`src/rtl/epu_pkg.sv`:
```
// Shared types and defaults for the EPU convolution datapath blocks.
package epu_pkg;

  typedef enum logic [1:0] {IDLE, FILL, COL, READY} win_state_e;

  localparam int DW_DEF   = 8;
  localparam int KMAX_DEF = 5;

  // Kernel edges of 0 or beyond the physical array fall back to the full array.
  function automatic int clamp_ksize(input int ksize, input int kmax);
    return (ksize < 1 || ksize > kmax) ? kmax : ksize;
  endfunction

endpackage

```
`src/rtl/window_buf.sv`:
```
// KxK sliding-window pixel buffer: column-major fill, single-column refill and
// left shift, presenting the whole window in parallel to the PE array.
//
//   state | meaning
//   IDLE  | no valid window
//   FILL  | full-window load in progress
//   COL   | single-column load into column K-1 in progress
//   READY | window complete, o_win_valid high
module window_buf
  import epu_pkg::*;
#(
  parameter int DW   = DW_DEF,
  parameter int KMAX = KMAX_DEF,
  parameter int KW   = $clog2(KMAX + 1)
) (
  input  logic                   clk,
  input  logic                   rst_n,
  input  logic [KW-1:0]          i_ksize,
  input  logic                   i_start_full,
  input  logic                   i_start_col,
  input  logic                   i_shift,
  input  logic                   i_clear,
  input  logic                   i_px_valid,
  input  logic [DW-1:0]          i_px,
  output logic                   o_px_ready,
  output logic [KMAX*KMAX*DW-1:0] o_win,
  output logic                   o_win_valid,
  output logic                   o_busy
);

  win_state_e state_q, state_d;
  logic [DW-1:0] win [KMAX][KMAX];
  logic [KW-1:0] row, col, ksize_q, klast;
  logic          accept;
  int            kq;

  assign klast  = ksize_q - KW'(1);
  assign kq     = int'(ksize_q);
  assign accept = i_px_valid && o_px_ready;

  assign o_px_ready  = (state_q == FILL) || (state_q == COL);
  assign o_busy      = (state_q == FILL) || (state_q == COL);
  assign o_win_valid = (state_q == READY);

  always_comb begin
    o_win = '0;
    for (int r = 0; r < KMAX; r++)
      for (int c = 0; c < KMAX; c++)
        o_win[(r*KMAX+c)*DW +: DW] = win[r][c];
  end

  always_ff @(posedge clk or negedge rst_n) begin
    if (!rst_n) state_q <= IDLE;
    else        state_q <= state_d;
  end

  always_comb begin
    state_d = state_q;
    if (i_clear) begin
      state_d = IDLE;
    end else begin
      case (state_q)
        IDLE: begin
          if (i_start_full)     state_d = FILL;
          else if (i_start_col) state_d = COL;
        end
        READY: begin
          if (i_start_full)     state_d = FILL;
          else if (i_start_col) state_d = COL;
          else if (i_shift)     state_d = IDLE;
        end
        FILL: if (accept && row == klast && col == klast) state_d = READY;
        COL:  if (accept && row == klast) state_d = READY;
        default: state_d = IDLE;
      endcase
    end
  end

  always_ff @(posedge clk or negedge rst_n) begin
    if (!rst_n) begin
      for (int r = 0; r < KMAX; r++)
        for (int c = 0; c < KMAX; c++)
          win[r][c] <= '0;
      row     <= '0;
      col     <= '0;
      ksize_q <= KW'(KMAX);
    end else if (i_clear) begin
      for (int r = 0; r < KMAX; r++)
        for (int c = 0; c < KMAX; c++)
          win[r][c] <= '0;
      row <= '0;
      col <= '0;
    end else begin
      case (state_q)
        IDLE, READY: begin
          if (i_start_full) begin
            for (int r = 0; r < KMAX; r++)
              for (int c = 0; c < KMAX; c++)
                win[r][c] <= '0;
            row     <= '0;
            col     <= '0;
            ksize_q <= KW'(clamp_ksize(int'(i_ksize), KMAX));
          end else if (i_start_col) begin
            row <= '0;
          end else if (i_shift && state_q == READY) begin
            // Outside the active KxK region nothing moves, so it stays zero.
            for (int r = 0; r < KMAX; r++) begin
              if (r < kq) begin
                for (int c = 0; c < KMAX - 1; c++)
                  if (c < kq - 1) win[r][c] <= win[r][c+1];
                win[r][klast] <= '0;
              end
            end
          end
        end
        FILL: begin
          if (accept) begin
            win[row][col] <= i_px;
            if (row == klast) begin
              row <= '0;
              col <= col + KW'(1);
            end else begin
              row <= row + KW'(1);
            end
          end
        end
        COL: begin
          if (accept) begin
            win[row][klast] <= i_px;
            row <= row + KW'(1);
          end
        end
        default: ;
      endcase
    end
  end

endmodule
```
`config.mk`:
```
export PLATFORM = sky130hd
export DESIGN_NAME = window_buf
export DESIGN_NICKNAME = d
export VERILOG_FILES = /design/src/rtl/epu_pkg.sv /design/src/rtl/window_buf.sv
export SDC_FILE = /design/constraint.sdc
export NUM_CORES = 1
export LEC_CHECK = 0
export CORE_ASPECT_RATIO = 2
export CORE_MARGIN = 2
export CORE_UTILIZATION = 50
export CTS_BUF_LIST = sky130_fd_sc_hd__clkbuf_4
export DETAILED_ROUTE_END_ITERATION = 12
export GPL_TIMING_DRIVEN = 0
export MAX_ROUTING_LAYER = met4
export PLACE_DENSITY = 0.75
export SLEW_MARGIN = 10
export SYNTH_ARGS = -nofsm -noshare
export SYNTH_HDL_FRONTEND = slang
export SYNTH_SLANG_ARGS = --single-unit
```
`constraint.sdc`:
```
create_clock -name clk -period 4.6 [get_ports clk]
set_input_delay 1.38 -clock clk [delete_from_list [all_inputs] [get_ports clk]]
set_output_delay 1.38 -clock clk [all_outputs]
set_load 0.1 [all_outputs]
```
---- Word-level counts from Yosys, hierarchy flattened ----
Cells that the tools add are included.
cells by class
  $lt $le $gt $ge ......................... 17
  add/sub/neg operators ................... 4
  reductions and logical operators ........ 21
  bitwise gates (word level) .............. 10
  multiplexer cells ....................... 184
  eq/ne operators ......................... 21
operator list
  cell                                                                      count
  200-bit 2-to-1 mux                                                        6
  8-bit 2-to-1 mux                                                          142
  200-bit one-hot mux with 3 select lines                                   1
  200-bit bitwise mux                                                       2
  40-bit 2-to-1 mux                                                         7
  40-bit demux with 3-bit select                                            2
  40-bit AND                                                                5
  8-bit demux with 3-bit select                                             2
  40-bit inverter                                                           1
  4-bit inequality test (second input constant)                             9
  3-bit 2-to-1 mux                                                          11
  5-bit AND reduction                                                       5
  2-bit 2-to-1 mux                                                          8
  4-bit >= comparator (second input constant)                               3
  4-bit by 1-bit < comparator with 1-bit output (second input constant)     3
  3-bit inverter with 4-bit output                                          3
  3-bit by 2-bit inequality test with 1-bit output (second input constant)  3
  3-bit inequality test (second input constant)                             3
  3-bit one-hot mux with 3 select lines                                     1
  3-bit by 4-bit < comparator with 1-bit output (first input constant)      2
  2-bit one-hot mux with 4 select lines                                     1
  4-bit AND reduction                                                       2
  1-bit logical AND                                                         7
  3-bit by 1-bit adder with 3-bit output (second input constant)            2
  20 further kinds                                                          26
word-level totals
  register bits after elaboration ......... 211
  word-level logic and storage cells ...... 286

---- Depth between registers and ports, before layout ----
Gate-level depths: netlist of the first run.
  depth after elaboration ................. 16
  depth in mapped cells ................... 13
  depth with buffers taken out ............ 8

---- Least setup slack after synthesis of the first run ----
Ideal clock, no wire load.
  path kind ............................... flip-flop to flip-flop
  start ................................... register ksize_q[0]
  end ..................................... register win (netlist bit o_win[24])
  data arrival time ....................... 3,071 ps
  slack ................................... 1,385 ps
  clock period less this slack ............ 3,215 ps
  cell stages (with the launch flop) ...... 13
  path buffers ............................ 4
  path through ............................ dfstp_2 > buf_2 > clkbuf_1 > inv_1 > ha_1 > ha_1 > clkbuf_1 > nor4b_1 > a21oi_1 > or2_2 > clkbuf_1 > a32oi_1 > o221ai_1
on the way
  longest elaborated chain between the ends .. 16
  elaborated cells between the ends (all ways) .. 31
ends and longest elaborated chain
  element                                        line               source
  start, declared                                window_buf.sv:33   logic [KW-1:0] row, col, ksize_q, klast;
  start signal, assigned                         window_buf.sv:86   ksize_q <= KW'(KMAX);
  start signal, assigned                         window_buf.sv:102  ksize_q <= KW'(clamp_ksize(int'(i_ksize), KMAX));
  3-bit by 1-bit subtractor with 4-bit output    window_buf.sv:110  if (c < kq - 1) win[r][c] <= win[r][c+1];
  3-bit by 4-bit < comparator with 1-bit output  window_buf.sv:110
  8-bit 2-to-1 mux                               window_buf.sv:110
  8-bit 2-to-1 mux                               window_buf.sv:108  if (r < kq) begin
  8-bit 2-to-1 mux                               window_buf.sv:105  end else if (i_shift && state_q == READY) begin
  8-bit 2-to-1 mux                               window_buf.sv:103  end else if (i_start_col) begin
  8-bit 2-to-1 mux                               window_buf.sv:96   if (i_start_full) begin
  8-bit 2-to-1 mux                               window_buf.sv:94   case (state_q)
  8-bit 2-to-1 mux                               window_buf.sv:87   end else if (i_clear) begin
  40-bit AND (no source line)                    -
  40-bit 2-to-1 mux                              window_buf.sv:108
  200-bit 2-to-1 mux                             window_buf.sv:105
  200-bit 2-to-1 mux                             window_buf.sv:103
  200-bit 2-to-1 mux                             window_buf.sv:96
  200-bit one-hot mux with 3 select lines        window_buf.sv:94
  200-bit 2-to-1 mux                             window_buf.sv:87
  end signal, assigned by index                  window_buf.sv:110
  end signal, assigned by index                  window_buf.sv:118  win[row][col] <= i_px;
  end signal, assigned by index                  window_buf.sv:129  win[row][klast] <= i_px;
  end, declared                                  window_buf.sv:32   logic [DW-1:0] win [KMAX][KMAX];
Parallel ways exist; a longest one is shown, timed or not. The select of a mux whose other input is x is not followed.
A chain may end at the register's enable or synchronous reset.

---- Worst setup path in the final report of the first run ----
  start ................................... register state_q[0]
  end ..................................... output port o_px_ready
on the way
  longest elaborated chain between the ends .. 2
  elaborated cells between the ends (all ways) .. 3
ends and longest elaborated chain
  element                                                                    line              source
  start, declared                                                            window_buf.sv:31  win_state_e state_q, state_d;
  start signal, assigned                                                     window_buf.sv:54  else state_q <= state_d;
  2-bit by 1-bit == test with 1-bit output or 2-bit == test (tied branches)  window_buf.sv:41  assign o_px_ready = (state_q == FILL) || (state_q == COL);
  1-bit logical OR *                                                         window_buf.sv:41
  end, declared                                                              window_buf.sv:25  output logic o_px_ready,
Mark *: on every way between the ends. The rest lies on a longest branch, timed or not.

==> results of run 1 <==
final timing paths:
check,to,slack (ps),cells past startpoint
worst max-delay path,o_px_ready,170,4
worst min register to register,o_win[44],510,1
max in group asynchronous,o_win[13],2970,2
worst min-delay path,o_win[44],510,1
worst max register to register,o_win[121],220,13
min in group asynchronous,col[0],610,1
where the power goes:
part	leakage, µW	total (µW)	internal [µW]	switching, µW
Sequential	0.00294	1980	1910	64.2
Clock	0.000380	1590	762	827
Combinational	0.00232	4230	863	3370
Total	0.00564	7800	3540	4260
logic make-up after synthesis:
group                      after synthesis
xor gates and xnor gates                 9
adders and majority gates               10
AOI/OAI and AO/OA                      521
and+or+nand+nor                        339
muxes                                    1
buffers and inverters                  137
DFF                                    211
worst max-delay path, stage by stage, from the launching register on:
cell	delay, ps
sky130_fd_sc_hd__dfrtp_1	410
sky130_fd_sc_hd__inv_1	100
sky130_fd_sc_hd__ha_1	490
sky130_fd_sc_hd__buf_4	170
sky130_fd_sc_hd__clkdlybuf4s50_1	1140
synth_stat cells, types with 6 or more instances:
| cell | count | share of area |
|---|---|---|
| sky130_fd_sc_hd__a21o_1 | 8 | 0.0052 |
| sky130_fd_sc_hd__a21oi_1 | 122 | 0.053 |
| sky130_fd_sc_hd__a221o_1 | 128 | 0.11 |
| sky130_fd_sc_hd__a22oi_1 | 10 | 0.0065 |
| sky130_fd_sc_hd__a32oi_1 | 32 | 0.024 |
| sky130_fd_sc_hd__buf_2 | 23 | 0.010 |
| sky130_fd_sc_hd__clkbuf_1 | 60 | 0.020 |
| sky130_fd_sc_hd__dfrtp_1 | 209 | 0.45 |
| sky130_fd_sc_hd__ha_1 | 10 | 0.011 |
| sky130_fd_sc_hd__inv_1 | 44 | 0.014 |
| sky130_fd_sc_hd__nand2_1 | 100 | 0.033 |
| sky130_fd_sc_hd__nand3_1 | 80 | 0.035 |
| sky130_fd_sc_hd__nor2_1 | 75 | 0.024 |
| sky130_fd_sc_hd__nor2b_1 | 9 | 0.0049 |
| sky130_fd_sc_hd__nor3_1 | 16 | 0.0070 |
| sky130_fd_sc_hd__nor4_1 | 6 | 0.0033 |
| sky130_fd_sc_hd__o211ai_1 | 7 | 0.0046 |
| sky130_fd_sc_hd__o21ai_0 | 110 | 0.048 |
| sky130_fd_sc_hd__o21ai_1 | 11 | 0.0048 |
| sky130_fd_sc_hd__o221ai_1 | 24 | 0.018 |
| sky130_fd_sc_hd__o22ai_1 | 9 | 0.0049 |
| sky130_fd_sc_hd__o2bb2ai_1 | 21 | 0.016 |
registers in the layout (all words and copies together), names as in the netlist:
register	count
row	3
state_q	2
o_win	200
col	3
ksize_q	3
routing by layer:
metal / global-route usage / up-vias / routed length, µm
met5: - / - / 0
met2: 0.711 / 911 / 25900
li1: - / 5336 / -
met3: 0.0901 / 301 / 4570
met1: 0.450 / 6133 / 17100
met4: 0.328 / 0 / 4700
layout make-up:
type | count | area, µm² | area share
well taps | 280 | 350 | 0.0238
multi-input cells | 880 | 5720 | 0.389
flip-flops and latches | 211 | 5280 | 0.359
plain buffers | 91 | 397 | 0.0270
clock inverters | 12 | 55.1 | 0.00375
inverters | 46 | 173 | 0.0117
repair buffers | 212 | 2140 | 0.146
clock buffers | 77 | 578 | 0.0393
diodes | 1 | 2.50 | 0.000170
repair_timing:
item                       4_1_cts  5_1_grt
resized for setup                1        5
setup endpoints to repair       11      149
cloned                           0        0
setup buffers                    0        0
per-stage QoR:
| stage | instance area, µm² | total power (µW) | setup slack [ps] |
|---|---|---|---|
| 2_1_floorplan | 11500 | 4540 | 1390 |
| 3_5_place_dp | 14000 | 6020 | -210 |
| 3_3_place_gp | 14000 | 5980 | -6510 |
| 6_report | 14700 | 7800 | 168 |
| 4_1_cts | 14700 | 7580 | 11.0 |
| 5_1_grt | 14700 | 8010 | 113 |
==> impl_metrics.toml, run 1 <==
[routing]
drtIter0Drc = 1486
avgRoutedWirePerCell_um = 28.9
remaining_antenna_violation_count_after_routing = 0
drt-pass1-iter-count = 7
drc = 0
detail_route.wirelength_um = 52300
routed-via-count = 12700
drt-vias-per-instance = 7.01

[clock_network]
cts_made_buffers = 49
cts_root_buf = "sky130_fd_sc_hd__clkbuf_4"
cts_tree = "done"
clock_latency_ps = 750
clkTransAtPathRegs_ps = 70
cts.sink_count = 211
number_of_buffers_added_to_fix_hold_violations_after_cts = 0
clock_tree.buffer_depth = 3
h_tree_levels = 2

[pwr]
vdd.ir_drop.worst_mv = 0.756
p_per_area_nw_per_um2 = 531
leakagePower_uw = 0.00564

[sta]
clock_skew_ps = 29.6
setup_repair_after_global_routing_missed_its_margin = "false"
post-route-period-util = 0.963
finalSetupTns_ps = 0
clock.fmax_mhz = 226
fin_crit_ps = 4430
tightest_slew_ps = 1340
timing.slew.headroom = 0.0965
final_hold_viol_count = 0
setup-violations-final = 0
final.hold.worst_slack_ps = 510
slew_violations = 0

[global_route]
grt_pass1_vias = 12200
grt_start_max_net_pins = 114
grt_pass1_wl_um = 77000
gr-usage-all-layers = 0.431
grt_antenna_before_repair = 1
gr-total-overflow = 0

[yosys]
synthDistinctLibCells = 75
synth.yosys.seq_area_share = 0.459
combinational_family_with_the_most_area_after_synthesis = "compound AO/OA/AOI/OAI gates"
synth_simple_gate_area_frac = 0.145
commonest_register_cell_after_synthesis = "sky130_fd_sc_hd__dfrtp_1"
yosys_register_bits = 211
async_flop_share = 1.00
yosys_warnings = 0
synthAdderAreaFrac = 0.0109
avgSynthCellArea_um2 = 9.37
synth_compound_area_frac = 0.328
post_synth_mux_area_share = 0.000979
synth-xor-area-share = 0.00685
netlist_area_um2 = 11500
synthesis.instances = 1228
synth.net_count = 1256
number_of_synthesized_flops_with_an_enable_pin = 0

[cells_and_area]
signed_area_change_from_the_synthesized_netlist_to_the_final_layout_pct = 27.7
finish.net_count = 1519
layout-drive-gt1-share = 0.0955
final_cell_mix = "sky130_fd_sc_hd__dfrtp_1, sky130_fd_sc_hd__clkdlybuf4s50_1, sky130_fd_sc_hd__a221o_1"
instances_no_fill = 1810
final_util = 0.649
fillerInstances = 1947

[outcome]
outcome = "complete, no violations"

[setup_path]
timing_worst_setup_path_type = "reg -> out"
worstSetupEndpointType = "primary output"
startpoint = "state_q[0]"
biggest_fanout_along_the_worst_timing_path = 7
critical_path.reg2reg.startpoint = "ksize_q[0]"
timing.critical_path.from_type = "flip-flop"
timing.critical_path.arrival_ps = 3050
crit_required_ps = 3220

[die]
ioPinCount = 221
die_y_um = 219
start_util = 0.508
floorplan.die_area_um2 = 24300
design.core.area_um2 = 22600
rows = 78
die_w_um = 111

[place]
hpwl_um = 38400
globalplace.congestion = 1.07
dp_cells = 1720
io_buffers = 210

[flow_run]
maxCapViolCount = 0

[worst_hold_path]
holdCritStartpoint = "o_win[44]"
min_path_type = "reg -> reg"
Note: power is estimated with default switching activity, not from simulation.
==> run 2: changes to the inputs <==
Settings changed: CORE_ASPECT_RATIO 2 to 0.8, GPL_ROUTABILITY_DRIVEN set to 0.
==> run 2 against run 1 <==
  * Global-route usage is 3.9 points lower
  * Sequential share of layout area is 0.22 points lower
  * Core utilization is 0.63 points higher
  * Clock power is 6% higher
  * Design area is 0.61% higher
  * Via count is 0.53% higher
  * Routed wire length is 9.7% lower
  * Register-to-register slack worse by 160 ps
  * Final cell count is 1.9% higher
  * Count of clock-buffer cells in the layout is 5 higher
  * Non-clock buffer count stayed put
==> impl_metrics.toml, run 2 (synthesis gave the netlist of run 1 again) <==
[sta]
clock.fmax_mhz = 221
tightest_slew_ps = 1270
final.hold.worst_slack_ps = 514
fin_crit_ps = 4540
timing.slew.headroom = 0.145
slew_violations = 0
setup-violations-final = 0
finalSetupTns_ps = 0
clock_skew_ps = 51.2
final_hold_viol_count = 0
setup_repair_after_global_routing_missed_its_margin = "false"
post-route-period-util = 0.986

[cells_and_area]
final_cell_mix = "sky130_fd_sc_hd__dfrtp_1, sky130_fd_sc_hd__clkdlybuf4s50_1, sky130_fd_sc_hd__a221o_1"
signed_area_change_from_the_synthesized_netlist_to_the_final_layout_pct = 28.5
design_area_um2 = 14800
max_ffs_per_register = 200
finish.net_count = 1523
fillerInstances = 1949
layout-drive-gt1-share = 0.0969

[pwr]
net_switching_uw = 4130
p_per_area_nw_per_um2 = 525
leakagePower_uw = 0.00567
clock_power_share = 0.216
share_seq_of_total_power = 0.255
internal_power_uw = 3640
power.combinational.fraction = 0.529
switching_share = 0.531
power.total_uw = 7770
vdd.ir_drop.worst_mv = 0.308

[die]
die_w_um = 174
die_y_um = 140
rows = 49
start_util = 0.510
ioPinCount = 221
floorplan.die_area_um2 = 24300
design.core.area_um2 = 22600

[clock_network]
cts_made_buffers = 53
clock_latency_ps = 710
h_tree_levels = 2
cts_tree = "done"
cts.sink_count = 211
clkTransAtPathRegs_ps = 70
clock_tree.buffer_depth = 3
cts_root_buf = "sky130_fd_sc_hd__clkbuf_4"

[setup_path]
timing.reg2reg.setup_slack_ps = 60
timing_worst_setup_path_type = "reg -> reg"
crit_required_ps = 5200
timing.critical_path.from_type = "flip-flop"
worstSetupEndpointType = "flip-flop"
timing.critical_path.arrival_ps = 5130
biggest_fanout_along_the_worst_timing_path = 10

[global_route]
grt_pass1_wl_um = 71600
grt_pass1_vias = 12100
grt_antenna_before_repair = 2
gr-total-overflow = 0
gr-usage-all-layers = 0.392
grt_start_max_net_pins = 112

[routing]
drtIter0Drc = 2008
routed-via-count = 12700
drt-pass1-iter-count = 6
remaining_antenna_violation_count_after_routing = 0
avgRoutedWirePerCell_um = 25.6
detail_route.wirelength_um = 47300
drt-vias-per-instance = 6.91
drc = 0

[flow_run]
maxCapViolCount = 0

[outcome]
outcome = "complete, no violations"

[place]
detailed_place.area_um2 = 14100
hpwl_um = 33600
io_buffers = 210

[worst_hold_path]
min_path_type = "reg -> reg"
-- run 2: changes by cell type in the layout (fill, tap and decap cells not counted), sizes merged --
cell,delta
bufinv,+1
clkbuf,+5
clkinv,+5
clkinvlp,-1
diode,+1
inv,-2
-- run 2: repair_timing --
action,4_1_cts,5_1_grt
gates resized for setup,1,3
buffers inserted,0,1
pin swaps,0,1
hold buffers,0,0
setup endpoints to repair,8,34
-- run 2: path summary, 6_finish.rpt --
path / startpoint / to / depth (start not counted)
min: o_win[40] / o_win[40] / 1
min in group asynchronous: rst_n / o_win[178] / 1
min reg2reg: o_win[40] / o_win[40] / 1
max in group asynchronous: rst_n / o_win[113] / 2
max: ksize_q[0] / o_win[125] / 12
max reg2reg: ksize_q[0] / o_win[125] / 12
-- run 2: layout make-up --
type / instances / area (µm²) / area share
diodes: 2 / 5.00 / 0.000338
flip-flops and latches: 211 / 5280 / 0.357
multi-input cells: 880 / 5710 / 0.386
clock buffers: 82 / 616 / 0.0416
plain buffers: 91 / 394 / 0.0266
well taps: 306 / 383 / 0.0259
repair buffers: 212 / 2140 / 0.145
inverters: 46 / 173 / 0.0117
clock inverters: 15 / 86.3 / 0.00584
-- run 2: worst max-delay path, cell delays in order (launching register included) --
cell                       delay (ps)
sky130_fd_sc_hd__dfstp_2          530
sky130_fd_sc_hd__buf_2            180
sky130_fd_sc_hd__clkbuf_1         410
sky130_fd_sc_hd__inv_1            240
sky130_fd_sc_hd__ha_1             300
sky130_fd_sc_hd__ha_1             360
sky130_fd_sc_hd__clkbuf_1         370
sky130_fd_sc_hd__buf_2            340
sky130_fd_sc_hd__nand2_1          140
sky130_fd_sc_hd__o32ai_2          520
sky130_fd_sc_hd__clkbuf_1         610
sky130_fd_sc_hd__a32oi_1          240
sky130_fd_sc_hd__o221ai_1         230
-- run 2: power by group through the flow --
stage | clock [µW] | sequential, µW | combinational (µW)
6_report | 1680 | 1980 | 4110
2_1_floorplan | 0 | 2190 | 2350
4_1_cts | 1680 | 1980 | 3860
3_3_place_gp | 0 | 2010 | 3780
5_1_grt | 1780 | 1990 | 4240
3_5_place_dp | 0 | 2010 | 3850
-- run 2: metrics by stage --
stage | worst slack, ps | cells | utilization
floorplan | 1390 | 1228 | -
global placement | -6690 | 1744 | 0.620
detailed placement | -69.0 | 1745 | 0.623
CTS | 176 | 1842 | 0.654
global route | 43.1 | 1845 | 0.656
finish | 64.9 | 1845 | 0.656
-- run 2: routing by layer --
layer | share of wire | up-vias | global-route usage
met4 | 0.044 | 0 | 0.155
met2 | 0.40 | 1158 | 0.527
met3 | 0.16 | 194 | 0.134
met5 | 0 | - | -
met1 | 0.40 | 6045 | 0.541
li1 | - | 5351 | -
